**src/rtl/pipe_pkg.sv**
```systemverilog
// Shared pipeline constants and types for the writeback stage and its scoreboard.
package pipe_pkg;

    localparam int DATA_W     = 32;
    localparam int NREG       = 32;
    localparam int REG_ADDR_W = 5;

    typedef logic [REG_ADDR_W-1:0] reg_addr_t;

    localparam reg_addr_t ZERO_REG = '0;

endpackage

```
**src/rtl/wb_scoreboard.sv**
```systemverilog
// Register busy-bit scoreboard: tracks destination registers with writes still in flight.
module wb_scoreboard
    import pipe_pkg::*;
#(
    parameter int NREG = pipe_pkg::NREG
) (
    input  logic      clk,
    input  logic      rst,
    input  logic      issue_valid,
    input  reg_addr_t issue_reg,
    input  logic      clr_valid,
    input  reg_addr_t clr_reg,
    input  logic      sb_clear,
    input  reg_addr_t chk_reg1,
    input  reg_addr_t chk_reg2,
    output logic      busy1,
    output logic      busy2
);

    logic [NREG-1:0] busy_q;

    // Busy bits: bulk clear beats everything, then a new issue beats a retiring write.
    always_ff @(posedge clk) begin
        if (!rst) begin
            busy_q <= '0;
        end else if (sb_clear) begin
            busy_q <= '0;
        end else begin
            for (int r = 0; r < NREG; r++) begin
                if (reg_addr_t'(r) == ZERO_REG) begin
                    busy_q[r] <= 1'b0;
                end else if (issue_valid && issue_reg == reg_addr_t'(r)) begin
                    busy_q[r] <= 1'b1;
                end else if (clr_valid && clr_reg == reg_addr_t'(r)) begin
                    busy_q[r] <= 1'b0;
                end
            end
        end
    end

    // A register being written this cycle is already visible through the register-file bypass.
    always_comb begin
        busy1 = busy_q[chk_reg1] & ~(clr_valid & (clr_reg == chk_reg1));
        busy2 = busy_q[chk_reg2] & ~(clr_valid & (clr_reg == chk_reg2));
    end

endmodule

```
**src/rtl/wb_stage.sv**
```systemverilog
// Writeback stage: MEM/WB latch, result select, single-shot register write under stall,
// retire counter and the register busy scoreboard.
module wb_stage
    import pipe_pkg::*;
#(
    parameter int DATA_W = pipe_pkg::DATA_W,
    parameter int NREG   = pipe_pkg::NREG
) (
    input  logic              clk,
    input  logic              rst,
    input  logic              mem_valid,
    input  logic              mem_reg_write,
    input  logic              mem_mem_to_reg,
    input  reg_addr_t         mem_write_reg,
    input  logic [DATA_W-1:0] mem_alu_result,
    input  logic [DATA_W-1:0] mem_load_data,
    input  logic              stall,
    input  logic              flush,
    input  logic              issue_valid,
    input  reg_addr_t         issue_reg,
    input  logic              sb_clear,
    input  reg_addr_t         chk_reg1,
    input  reg_addr_t         chk_reg2,
    output logic              RegWrite,
    output reg_addr_t         write_reg,
    output logic [DATA_W-1:0] write_data,
    output logic              wb_valid,
    output logic              busy1,
    output logic              busy2,
    output logic [31:0]       retire_cnt
);

    function automatic logic [DATA_W-1:0] wb_select(input logic to_reg,
                                                    input logic [DATA_W-1:0] load,
                                                    input logic [DATA_W-1:0] alu);
        return to_reg ? load : alu;
    endfunction

    logic              vld_p1;
    logic              done_p1;
    logic              reg_write_p1;
    logic              mem_to_reg_p1;
    reg_addr_t         write_reg_p1;
    logic [DATA_W-1:0] alu_p1;
    logic [DATA_W-1:0] load_p1;
    logic              capture;

    // Flush forces a capture (of a bubble) even while stalled.
    assign capture = ~stall | flush;

    // MEM -> WB boundary: control side (valid, write-once flag, retire count).
    always_ff @(posedge clk) begin
        if (!rst) begin
            vld_p1     <= 1'b0;
            done_p1    <= 1'b0;
            retire_cnt <= '0;
        end else if (capture) begin
            vld_p1  <= mem_valid & ~flush;
            done_p1 <= 1'b0;
            if (mem_valid && !flush) begin
                retire_cnt <= retire_cnt + 32'd1;
            end
        end else if (RegWrite) begin
            done_p1 <= 1'b1;
        end
    end

    // MEM -> WB boundary: data side, held while stalled.
    always_ff @(posedge clk) begin
        if (!rst) begin
            reg_write_p1  <= 1'b0;
            mem_to_reg_p1 <= 1'b0;
            write_reg_p1  <= ZERO_REG;
            alu_p1        <= '0;
            load_p1       <= '0;
        end else if (capture) begin
            reg_write_p1  <= mem_reg_write;
            mem_to_reg_p1 <= mem_mem_to_reg;
            write_reg_p1  <= mem_write_reg;
            alu_p1        <= mem_alu_result;
            load_p1       <= mem_load_data;
        end
    end

    // Register-file write port; a held entry writes once, register 0 is never written.
    always_comb begin
        wb_valid   = vld_p1;
        write_reg  = write_reg_p1;
        write_data = wb_select(mem_to_reg_p1, load_p1, alu_p1);
        RegWrite   = vld_p1 & reg_write_p1 & (write_reg_p1 != ZERO_REG) & ~done_p1;
    end

    wb_scoreboard #(
        .NREG(NREG)
    ) u_scoreboard (
        .clk        (clk),
        .rst        (rst),
        .issue_valid(issue_valid),
        .issue_reg  (issue_reg),
        .clr_valid  (RegWrite),
        .clr_reg    (write_reg_p1),
        .sb_clear   (sb_clear),
        .chk_reg1   (chk_reg1),
        .chk_reg2   (chk_reg2),
        .busy1      (busy1),
        .busy2      (busy2)
    );

endmodule

```
**config.mk**
```make
export PLATFORM = sky130hd
export DESIGN_NAME = wb_stage
export DESIGN_NICKNAME = d
export VERILOG_FILES = /design/src/rtl/pipe_pkg.sv /design/src/rtl/wb_scoreboard.sv /design/src/rtl/wb_stage.sv
export SDC_FILE = /design/constraint.sdc
export NUM_CORES = 1
export LEC_CHECK = 0
export ABC_AREA = 1
export BUFFER_PORTS_ARGS = -buffer_cell sky130_fd_sc_hd__buf_2
export CELL_PAD_IN_SITES_DETAIL_PLACEMENT = 2
export CELL_PAD_IN_SITES_GLOBAL_PLACEMENT = 2
export CORE_UTILIZATION = 31
export DETAILED_ROUTE_END_ITERATION = 8
export PLACE_DENSITY = 0.9
export SETUP_SLACK_MARGIN = 0.2
export SYNTH_ARGS = -nofsm -noshare
export SYNTH_HDL_FRONTEND = slang
export SYNTH_SLANG_ARGS = --single-unit
```
**constraint.sdc**
```tcl
create_clock -name clk -period 2.12 [get_ports clk]
set_input_delay 0.424 -clock clk [delete_from_list [all_inputs] [get_ports clk]]
set_output_delay 0.424 -clock clk [all_outputs]
set_load 0.05 [all_outputs]
```
==> key figures <==
Run status
  • Status: completed

Finish
  • Layout cells sized above 1: 24.4%
  • Core Util, Final: 41.5%
  • Top flop regs: alu_p1: 32 flops, load_p1: 32 flops, retire_cnt: 32 flops
  • Post-layout nets: 1305
  • Area grow syn2layout: 31.7%

Route
  • ANT nets after route: 0
  • Initial drt markers: 352
  • # DRC: 0
  • Total wire length: 32000 µm
  • Routed len/inst: 21.2 µm
  • First drt pass iteration count: 5
  • Via count: 7877
  • Via/cell ratio: 5.22

Clock tree
  • CTS Buf Count: 17
  • H-tree Lvls: 4
  • CTS Hold Bufs: 0
  • Clock Pin Slew Worst Setup and Hold Paths: 80 ps
  • Clock sink total: 136
  • CTS tree: yes
  • Longest Clk Path Bufs: 2
  • CTS root buf: clkbuf_16
  • Clock latency at the later pin of the worst-skew pair: 430 ps

Logic synthesis
  • Top post-synthesis cells by area: dfxtp_1 40%, nand2_1 12%, o21ai_0 10%
  • Post-Syn Nets: 1146
  • Cells after synthesis: 1052
  • Yosys reg bits: 136
  • Cell Area, Synth: 6850 µm²
  • Mean post-synth cell area: 6.52 µm²
  • Share of the synthesized area in the top cell type: 39.7%
  • Yosys top cell by area: dfxtp_1
  • YS warnings: 0
  • Sequential fraction of the synthesis area: 39.7%
  • Library cells used by synthesis: 32

Global routing
  • M2 GR Usage: 51.5%
  • First-pass GRT wire length: 46900 µm
  • GR peak layer: met2
  • Met3 Use GR: 5.39%
  • Initial antenna violation count: 7
  • Gr usage total: 27.6%
  • Largest net degree at the start of global routing: 96
  • GRT met1 Usage: 29.9%
  • Vias in the first global route: 8475
  • Global route overflow: 0

STA
  • Fin. Hold Viols: 0
  • Hold WS: 237 ps
  • Count of final setup violators: 0
  • Fin worst setup slack: 14.2 ps
  • Setup Skew: 9.39 ps
  • Final Critical Period: 2110 ps
  • Worst Max-Slew Pin Slew: 645 ps
  • Slew Viols, Final: 0
  • Slew HR: 57.0%
  • Maximum clock frequency: 475 MHz
  • RSZ-0062 raised after global routing: yes
  • Fraction of the cycle the final worst path needs: 99.3%

Floorplan
  • Site Rows: 54
  • Die area: 22700 µm²
  • Die W: 151 µm
  • Initial Util: 31.5%
  • IO Count: 166
  • Chip height: 151 µm
  • Core area: 21800 µm²

Worst hold path
  • Hold worst-path end: load_p1[12]
  • Worst min path class: primary input to flop
  • Worst Min Path Start: mem_load_data[12]
  • Hold Crit Depth: 3

Critical path
  • CP max-delay cell: buf_2
  • Setup CP Type: primary input to output pin
  • Crit path DAT: 1680 ps
  • Reg-to-reg endpoint: u_scoreboard.busy_q[5]
  • Critical R2R Launch: write_reg[2]
  • Worst-path cell chain: buf_2 -> clkinvlp_4 -> nand2_1 -> nand3_1 -> nand3_1 -> nand3_2 -> nand3_2 -> nand2_2 -> nor2_4 -> buf_8
  • CP Max Fanout: 6
  • Worst setup EP type: output pin
  • Setup crit start kind: primary input
  • Slowest cell delay on critical path: 200 ps
  • Flop2flop setup slack: 330 ps
  • CP required: 1700 ps
  • Reg2Reg Depth: 8

Placement
  • Port Buffer Count: 165
  • Setup WS pre-CTS: -25.0 ps
  • Detail Placement HPWL: 20300 µm
  • GPL Wtd Cong: 0.901

Job
  • Max-Cap Viols: 0

Power and ir drop
  • Maximum vdd drop: 0.585 mV
  • P_leak: 3.97 nW
  • Power density cells: 776 nW/µm²
how the worst max path moves through the flow:
| stage | startpoint | to | slack [ps] | depth (start not counted) |
|---|---|---|---|---|
| CTS | write_reg[2] | busy1 | -30 | 7 |
| finish | chk_reg2[0] | busy2 | 10 | 10 |
| floorplan | mem_to_reg_p1 | write_data[23] | -60 | 3 |
| detailed placement | chk_reg2[0] | busy2 | -30 | 11 |
| global placement | chk_reg2[0] | busy2 | 8 | 11 |
| global route | u_scoreboard.busy_q[14] | busy2 | -50 | 9 |
report_power, final:
part,leakage [nW],switching [mW],internal (mW)
registers,1.13,0.0742,2.66
logic,2.55,0.796,0.367
clock network,0.291,1.42,1.69
worst max-delay path, delay by kind of cell:
kind | cells | cell delay (ps)
buf+inv | 3 | 550
simple gates | 7 | 700
repair_timing:
item                       4_1_cts  5_1_grt
gates resized for setup         27       88
setup endpoints to repair       35       25
setup buffers                    7        3
pin swaps                        7       10
cloned                           0        2
final cells by class:
class                           instances  area [µm²]
Fill cell                            2629       12700
Multi-Input combinational cell        733        3540
Sequential cell                       136        2760
Timing Repair Buffer                  194        1260
Inverter                              128         488
Clock buffer                           17         425
Tap cell                              280         350
Clock inverter                         15         180
Antenna cell                            6        15.0
Timing Repair inverter                  1        7.51
metal layers:
layer,vias up,wire (µm)
met3,66,1420
met1,3905,12300
li1,3695,-
met4,2,1130
met5,-,12
met2,209,17100
cells in the mapped netlist, drive strengths merged:
library cell / number
nand4: 13
ha: 1
nor2: 161
nand2: 226
a21oi: 87
or2: 3
and2: 1
xnor2: 4
xor2: 9
dfxtp: 136
nand3: 66
o21ai: 137
o31ai: 11
nor3b: 2
buf: 15
inv: 127
nor3: 10
o21a: 1
clkbuf: 40
a31oi: 1
clkinv: 1
kinds of logic (layout without fill, tap and decap cells):
family / Yosys count / after routing / synth area share, %
flip-flops: 136 / 136 / 39.7
AO/OA/AOI/OAI: 237 / 237 / 17.8
XOR/XNOR: 13 / 13 / 1.66
other: 0 / 6 / 0
buffers and inverters: 183 / 355 / 10.3
adder cells (fa/ha/maj): 1 / 1 / 0.183
AND/OR/NAND/NOR: 482 / 482 / 30.4
placed cells by master, fill, tap and decap left out, types with 12 or more instances in the layout:
| cell | Yosys | routed |
|---|---|---|
| a21oi_1 | 87 | 87 |
| buf_2 | 13 | 130 |
| buf_4 | 1 | 37 |
| clkbuf_16 | 0 | 18 |
| dfxtp_1 | 136 | 117 |
| dfxtp_2 | 0 | 13 |
| inv_1 | 126 | 116 |
| nand2_1 | 222 | 217 |
| nand3_1 | 63 | 59 |
| nand4_1 | 13 | 13 |
| nor2_1 | 150 | 143 |
| nor2_4 | 7 | 12 |
| o21ai_0 | 137 | 115 |
| o21ai_1 | 0 | 19 |
metrics by stage:
stage	area [µm²]	std cells	setup TNS [ps]	total power [mW]
after floorplan	6920	1052	-1020	3.43
after global placement	8070	1460	0	3.74
after detailed placement	8070	1460	-25.0	3.79
after CTS	8800	1499	-66.5	6.96
after global routing	9020	1508	-76.5	7.27
final	9030	1510	0	7.01
(Power assumes the default switching activity.)
